### config.mk
export PLATFORM = sky130hd
export DESIGN_NAME = hazard_stall_controller
export DESIGN_NICKNAME = d
export VERILOG_FILES = /design/src/rtl/hazard_stall_controller_pkg.sv /design/src/rtl/hazard_stall_controller_hazard_detect.sv /design/src/rtl/hazard_stall_controller.sv
export SDC_FILE = /design/constraint.sdc
export NUM_CORES = 1
export LEC_CHECK = 0
export BUFFER_PORTS_ARGS = -buffer_cell sky130_fd_sc_hd__buf_2
export CAP_MARGIN = 10
export CORE_UTILIZATION = 45
export CTS_CLUSTER_DIAMETER = 120
export CTS_CLUSTER_SIZE = 12
export DETAILED_ROUTE_END_ITERATION = 16
export PLACE_DENSITY = 0.76
export SYNTH_ARGS = -nofsm -noshare
export SYNTH_HDL_FRONTEND = slang
export SYNTH_SLANG_ARGS = --single-unit
### constraint.sdc
create_clock -name clk -period 3.05 [get_ports clk]
set_input_delay 0.61 -clock clk [delete_from_list [all_inputs] [get_ports clk]]
set_output_delay 0.61 -clock clk [all_outputs]
set_load 0.01 [all_outputs]
### src/rtl/hazard_stall_controller_pkg.sv
// Shared pipeline definitions for the hazard/stall controller.
// Holds the register-index width, the controller state encoding and the
// register-match helper used by hazard detection.
package hazard_stall_controller_pkg;

  localparam int REG_W = 5;

  typedef enum logic [1:0] {
    ST_RUN    = 2'd0,
    ST_STALL  = 2'd1,
    ST_FREEZE = 2'd2
  } state_t;

  // A producer/consumer pair only conflicts on a real register: $zero never matches.
  function automatic logic reg_match(input logic [REG_W-1:0] a,
                                     input logic [REG_W-1:0] b);
    return (a != {REG_W{1'b0}}) && (a == b);
  endfunction

endpackage

### src/rtl/hazard_stall_controller_hazard_detect.sv
// Combinational hazard detection.
// Compares the ID source registers against the destinations of the
// instructions in EX and MEM and reports the number of bubble cycles (n)
// needed before the ID instruction may proceed.
// Ports:
//   id_rs, id_rt            source registers of the ID instruction
//   id_uses_rt              ID instruction actually reads rt
//   id_branch               ID instruction is a branch resolved in ID
//   id_ex_mem_read          EX instruction is a load
//   id_ex_reg_write         EX instruction writes a register
//   id_ex_write_reg         EX destination register
//   ex_mem_mem_read         MEM instruction is a load
//   ex_mem_write_reg        MEM destination register
//   n                       required stall count (0..2)
module hazard_detect
  import hazard_stall_controller_pkg::*;
(
  input  logic [REG_W-1:0] id_rs,
  input  logic [REG_W-1:0] id_rt,
  input  logic             id_uses_rt,
  input  logic             id_branch,
  input  logic             id_ex_mem_read,
  input  logic             id_ex_reg_write,
  input  logic [REG_W-1:0] id_ex_write_reg,
  input  logic             ex_mem_mem_read,
  input  logic [REG_W-1:0] ex_mem_write_reg,
  output logic [1:0]       n
);

  logic ex_hit;
  logic mem_hit;

  // Source-register matches against the EX and MEM destinations.
  always_comb begin
    ex_hit  = reg_match(id_rs, id_ex_write_reg) ||
              (id_uses_rt && reg_match(id_rt, id_ex_write_reg));
    mem_hit = reg_match(id_rs, ex_mem_write_reg) ||
              (id_uses_rt && reg_match(id_rt, ex_mem_write_reg));
  end

  // Take the largest stall demanded by any applicable rule.
  always_comb begin
    n = 2'd0;
    if (id_branch && id_ex_mem_read && ex_hit) begin
      // Load data reaches the ID comparator only after EX and MEM.
      n = 2'd2;
    end else if (id_ex_mem_read && ex_hit) begin
      n = 2'd1;
    end else if (id_branch && id_ex_reg_write && !id_ex_mem_read && ex_hit) begin
      n = 2'd1;
    end else if (id_branch && ex_mem_mem_read && mem_hit) begin
      n = 2'd1;
    end else begin
      n = 2'd0;
    end
  end

endmodule

### src/rtl/hazard_stall_controller.sv
// Pipeline hazard/stall controller.
// Inserts bubbles for load-use and branch-operand hazards, flushes IF/ID on
// taken branches and jumps, and freezes the back end while data memory is
// busy. All control outputs are same-cycle decodes of state and inputs.
// Ports:
//   clk, rst                         clock, synchronous active-high reset
//   ID_Rs, ID_Rt, ID_UsesRt          ID instruction sources
//   ID_Branch, ID_BranchTaken, ID_Jump  ID control-flow information
//   ID_Ex_MemRead, ID_Ex_RegWrite, ID_Ex_WriteReg  EX instruction info
//   Ex_Mem_MemRead, Ex_Mem_WriteReg  MEM instruction info
//   MemBusy                          data memory not ready
//   PCWrite, IF_ID_Write             front-end enables
//   ID_Ex_Bubble                     zero ID/EX control fields
//   IF_ID_Flush                      squash the IF/ID instruction
//   PipeHold                         freeze ID/EX, EX/MEM, MEM/WB
//   StallCycles                      saturating bubble-cycle count
module hazard_stall_controller
  import hazard_stall_controller_pkg::*;
(
  input  logic             clk,
  input  logic             rst,
  input  logic [REG_W-1:0] ID_Rs,
  input  logic [REG_W-1:0] ID_Rt,
  input  logic             ID_UsesRt,
  input  logic             ID_Branch,
  input  logic             ID_BranchTaken,
  input  logic             ID_Jump,
  input  logic             ID_Ex_MemRead,
  input  logic             ID_Ex_RegWrite,
  input  logic [REG_W-1:0] ID_Ex_WriteReg,
  input  logic             Ex_Mem_MemRead,
  input  logic [REG_W-1:0] Ex_Mem_WriteReg,
  input  logic             MemBusy,
  output logic             PCWrite,
  output logic             IF_ID_Write,
  output logic             ID_Ex_Bubble,
  output logic             IF_ID_Flush,
  output logic             PipeHold,
  output logic [15:0]      StallCycles
);

  logic [1:0]  n;
  state_t      state;
  state_t      ret_state;
  state_t      eff_state;
  state_t      next_state;
  state_t      next_ret;
  logic [1:0]  cnt;
  logic [1:0]  next_cnt;
  logic [15:0] stall_count;

  hazard_detect u_hazard_detect (
    .id_rs            (ID_Rs),
    .id_rt            (ID_Rt),
    .id_uses_rt       (ID_UsesRt),
    .id_branch        (ID_Branch),
    .id_ex_mem_read   (ID_Ex_MemRead),
    .id_ex_reg_write  (ID_Ex_RegWrite),
    .id_ex_write_reg  (ID_Ex_WriteReg),
    .ex_mem_mem_read  (Ex_Mem_MemRead),
    .ex_mem_write_reg (Ex_Mem_WriteReg),
    .n                (n)
  );

  // In FREEZE the retained state is what gets evaluated once MemBusy drops,
  // so the release cycle behaves exactly like the state it interrupted.
  always_comb begin
    if (state == ST_FREEZE) begin
      eff_state = ret_state;
    end else begin
      eff_state = state;
    end
  end

  // Next-state and output decode.
  always_comb begin
    next_state   = eff_state;
    next_ret     = ret_state;
    next_cnt     = cnt;
    PCWrite      = 1'b1;
    IF_ID_Write  = 1'b1;
    ID_Ex_Bubble = 1'b0;
    IF_ID_Flush  = 1'b0;
    PipeHold     = 1'b0;
    if (rst) begin
      next_state = ST_RUN;
      next_ret   = ST_RUN;
      next_cnt   = 2'd0;
    end else if (MemBusy) begin
      // Memory stall dominates; cnt and the interrupted state are kept.
      PipeHold    = 1'b1;
      PCWrite     = 1'b0;
      IF_ID_Write = 1'b0;
      next_state  = ST_FREEZE;
      next_ret    = eff_state;
    end else begin
      case (eff_state)
        ST_RUN: begin
          if (n != 2'd0) begin
            PCWrite      = 1'b0;
            IF_ID_Write  = 1'b0;
            ID_Ex_Bubble = 1'b1;
            if (n == 2'd2) begin
              next_state = ST_STALL;
              next_cnt   = n - 2'd1;
            end else begin
              next_state = ST_RUN;
              next_cnt   = 2'd0;
            end
          end else begin
            next_state = ST_RUN;
            if (ID_Jump || (ID_Branch && ID_BranchTaken)) begin
              IF_ID_Flush = 1'b1;
            end else begin
              IF_ID_Flush = 1'b0;
            end
          end
        end
        ST_STALL: begin
          // Hazards are not re-evaluated while counting down.
          PCWrite      = 1'b0;
          IF_ID_Write  = 1'b0;
          ID_Ex_Bubble = 1'b1;
          if (cnt <= 2'd1) begin
            next_state = ST_RUN;
            next_cnt   = 2'd0;
          end else begin
            next_state = ST_STALL;
            next_cnt   = cnt - 2'd1;
          end
        end
        default: begin
          next_state = ST_RUN;
          next_cnt   = 2'd0;
        end
      endcase
    end
  end

  // State, counter and bubble-statistics registers.
  always_ff @(posedge clk) begin
    if (rst) begin
      state       <= ST_RUN;
      ret_state   <= ST_RUN;
      cnt         <= 2'd0;
      stall_count <= 16'd0;
    end else begin
      state     <= next_state;
      ret_state <= next_ret;
      cnt       <= next_cnt;
      if (ID_Ex_Bubble && (stall_count != 16'hFFFF)) begin
        stall_count <= stall_count + 16'd1;
      end else begin
        stall_count <= stall_count;
      end
    end
  end

  assign StallCycles = stall_count;

endmodule

==> results.py <==
metrics = {
    "worst_setup_path": {
        "critical_path.startpoint_type": "input port",
        "critical-path-top-cell-by-count": "sky130_fd_sc_hd__buf_2",
        "timing_worst_setup_path_type": "input port to output port",
        "cpLargestDelayFamily": "simple AND/OR/NAND/NOR gates",
        "worstPathCellList": "buf_2, or4_4, o21ai_2, nor4_1, a31oi_1, o221a_2, nor3b_2, buf_2",
        "worst_ep_required_time_ns": 2.44,
        "critPathCaptureType": "output port",
        "buffer_and_inverter_count_on_the_worst_path": 2,
        "cp_max_fo": 4,
        "slowest_cell_on_the_critical_path": "sky130_fd_sc_hd__or4_4",
        "critPathArrivalTime_ns": 2.29,
        "crit_path_max_incr_delay_ns": 0.53,
    },
    "yosys": {
        "yosysWarnings": 0,
        "sequential_cell_area_fraction_in_the_yosys_report_pct": 30.6,
        "yosys.area_share.adder_pct": 0.868,
        "synth_top_family_by_area": "simple AND/OR/NAND/NOR gates",
        "synth_top_cell_by_area": "sky130_fd_sc_hd__dfxtp_1",
        "post-synth-top-count-cell": "sky130_fd_sc_hd__dfxtp_1",
        "synthFlopType": "sky130_fd_sc_hd__dfxtp_1",
        "ys_seq_elements": 22,
        "syn-cell-area_um2": 1440,
        "ys_top_cells_by_area": "sky130_fd_sc_hd__dfxtp_1 31%, sky130_fd_sc_hd__xor2_1 9.1%, sky130_fd_sc_hd__a21oi_1 4.9%",
        "synth_compound_gate_area_share_pct": 20.8,
        "post_synth_top_area_share_pct": 30.6,
        "ys_top_cells_by_count": "22 x sky130_fd_sc_hd__dfxtp_1, 15 x sky130_fd_sc_hd__xor2_1, 14 x sky130_fd_sc_hd__a21oi_1, 10 x sky130_fd_sc_hd__nand3_1, 10 x sky130_fd_sc_hd__nor2_1",
        "syn-num-nets": 203,
        "post_synth_edffs": 0,
        "synth_simple_gate_area_share_pct": 27.5,
        "muxShareOfSynthArea_pct": 1.74,
        "synthesized_instance_count": 172,
        "yosysUniqueCellTypes": 45,
        "synth_async_reset_ratio_pct": 0,
        "syn-mean-instance-area_um2": 8.38,
        "synth_area_in_xor_xnor_pct": 12.2,
    },
    "timing": {
        "timing.final.crit_period_ns": 2.90,
        "fmaxAchievable_ghz": 0.345,
        "timing.final.crit_share_pct": 94.9,
        "unrepaired_setup_endpoints_after_global_routing": "false",
        "setup_viol_count_final": 0,
        "hold_viol_final": 0,
        "worstMarginPinSlew_ns": 0.507,
        "final.setup_skew_ns": 0.00590,
        "timing.setup.tns_ns": 0,
        "slew-limit-headroom_pct": 66.1,
        "drv_slew": 0,
    },
    "power_and_ir_drop": {
        "p_leak_uw": 0.000718,
        "power.ir.vdd_worst_mv": 0.279,
        "power_per_cell_area_nw_per_um2": 350,
    },
    "cts": {
        "cts.sink_count": 22,
        "cts_htree_levels": 1,
        "worstSkewPairLatency_ns": 0.31,
        "cts-resized-gates": 0,
        "cts.clk_slew.worst_paths_ns": 0.13,
        "cts_buffers": 3,
        "cts_root_buffer": "sky130_fd_sc_hd__clkbuf_4",
        "cts_buffer_depth": 2,
        "cts_tree": "done",
        "hold_buffers": 0,
        "cts.repair_timing.setup_buffer_count": 0,
    },
    "place": {
        "place.detailed.instances": 259,
        "gp_congestion": 0.776,
        "post_dp_area_um2": 1710,
        "count_of_port_buffers_added_during_placement": 50,
        "dp_hpwl_um": 2480,
    },
    "drt": {
        "routed_wirelength_um": 3300,
        "drc": 0,
        "drt_iter0_drc": 92,
        "wl_per_cell_um": 12.5,
        "drt-pass1-iter-count": 4,
        "routed_via_density": 5.64,
        "route.antenna.remaining_nets": 0,
        "vias": 1484,
    },
    "global_route": {
        "first_global_vias": 1260,
        "pin_count_of_the_biggest_net_entering_global_routing": 34,
        "antenna_violations_before_repair": 0,
        "global_route_wire_length_before_repair_um": 5410,
        "grt_use_total_pct": 20.2,
        "grt.overflow.total": 0,
    },
    "finish": {
        "area_growth_pct": 22.0,
        "fin_area_um2": 1760,
        "finalNonFillerCells": 263,
        "fraction_of_layout_cells_with_a_size_suffix_above_1_pct": 30.6,
        "finalNetCount": 251,
        "nFillCells": 301,
        "antenna_cell_count": 0,
    },
    "floorplanning": {
        "floorplan.core_area_um2": 3050,
        "floorplan.initialDensity_pct": 47.2,
        "dieHeight_um": 58.6,
        "top_level_ports": 51,
        "die_w_um": 58.6,
        "core.rowCount": 20,
        "die_area_um2": 3430,
    },
    "status": {
        "run_status": "complete, no violations",
    },
    "run": {
        "max-cap-violations": 0,
    },
    "worst_hold_path": {
        "worstHoldPathType": "register to register",
    },
}
## through the flow
step           hold slack, ns  setup slack (ns)  power [uW]  utilization [%]
6_report                0.504             0.155         616             57.6
5_1_grt                 0.536            0.0498         649             57.6
4_1_cts                 0.507            0.0856         624             57.6
3_5_place_dp            0.487            0.0875         397             55.9
3_3_place_gp            0.480             0.120         396             55.9
2_1_floorplan           0.461           -0.0187         363                -
## state kept, by name, summed over array words and instances, names as in the netlist
register     flops
ret_state        2
cnt              2
state            2
StallCycles     16
## path summary, 6_finish.rpt
kind | cells past startpoint | startpoint | slack, ns | to
setup / recovery | 8 | ID_Rt[0] | 0.15 | IF_ID_Flush
hold / removal | 2 | StallCycles[10] | 0.50 | StallCycles[10]
setup reg to reg | 7 | StallCycles[4] | 0.78 | StallCycles[1]
hold reg to reg | 2 | StallCycles[10] | 0.50 | StallCycles[10]
## report_power, final
group | internal, uW | leakage, uW | switching (uW)
logic | 42.8 | 0.000512 | 58.4
registers | 289 | 0.000178 | 1.77
clock network | 133 | 0.0000279 | 90.4
total | 465 | 0.000718 | 151
## logic make-up (layout without fill, tap and decap cells)
group	Yosys count	after routing
flops	22	22
fa+ha+maj	1	1
mux	2	2
simple gates	70	70
compound gates	44	44
buf+inv	13	60
xor+xnor	20	20
## final cells by class
type                            instances  area, um2  share of cell area [%]
Multi-Input combinational cell        137        927                    52.7
Tap cell                               44       55.1                    3.13
Clock inverter                          1       30.0                    1.71
Timing Repair Buffer                   53        273                    15.5
Clock buffer                            3       22.5                    1.28
Sequential cell                        22        440                    25.0
Inverter                                3       11.3                   0.640
## routing by layer
layer  part of all wire [%]  vias to the layer above  track usage, %
met5                      0                        -               0
met4                   0.52                        0            4.08
met3                    6.0                        2            4.40
met2                     48                       51            35.6
met1                     45                      684            25.3
li1                       -                      747               -
## worst register-to-register path: cells and delay by family (launching register included)
kind | cells | cell delay (ns)
and+or+nand+nor | 6 | 1.43
DFF | 1 | 0.45
muxes | 1 | 0.30
## layout by cell type, fill, tap and decap left out, drive strengths merged, types with 2 or more instances in the layout
master | Yosys | final
nor4 | 4 | 4
a21oi | 14 | 14
nor3 | 4 | 4
xor2 | 15 | 15
buf | 5 | 53
o311ai | 3 | 3
o41ai | 3 | 3
nor2 | 11 | 11
nor2b | 3 | 3
clkbuf | 5 | 3
or4 | 7 | 7
nand2 | 7 | 7
and2 | 2 | 2
o211ai | 2 | 2
o31ai | 5 | 5
o21ai | 6 | 6
and3 | 4 | 4
xnor2 | 5 | 5
dfxtp | 22 | 22
inv | 3 | 3
a31oi | 2 | 2
o21a | 3 | 3
nand4 | 8 | 8
nand3 | 10 | 10
or3 | 6 | 6
No activity file was read; power rests on OpenSTA's default activity.
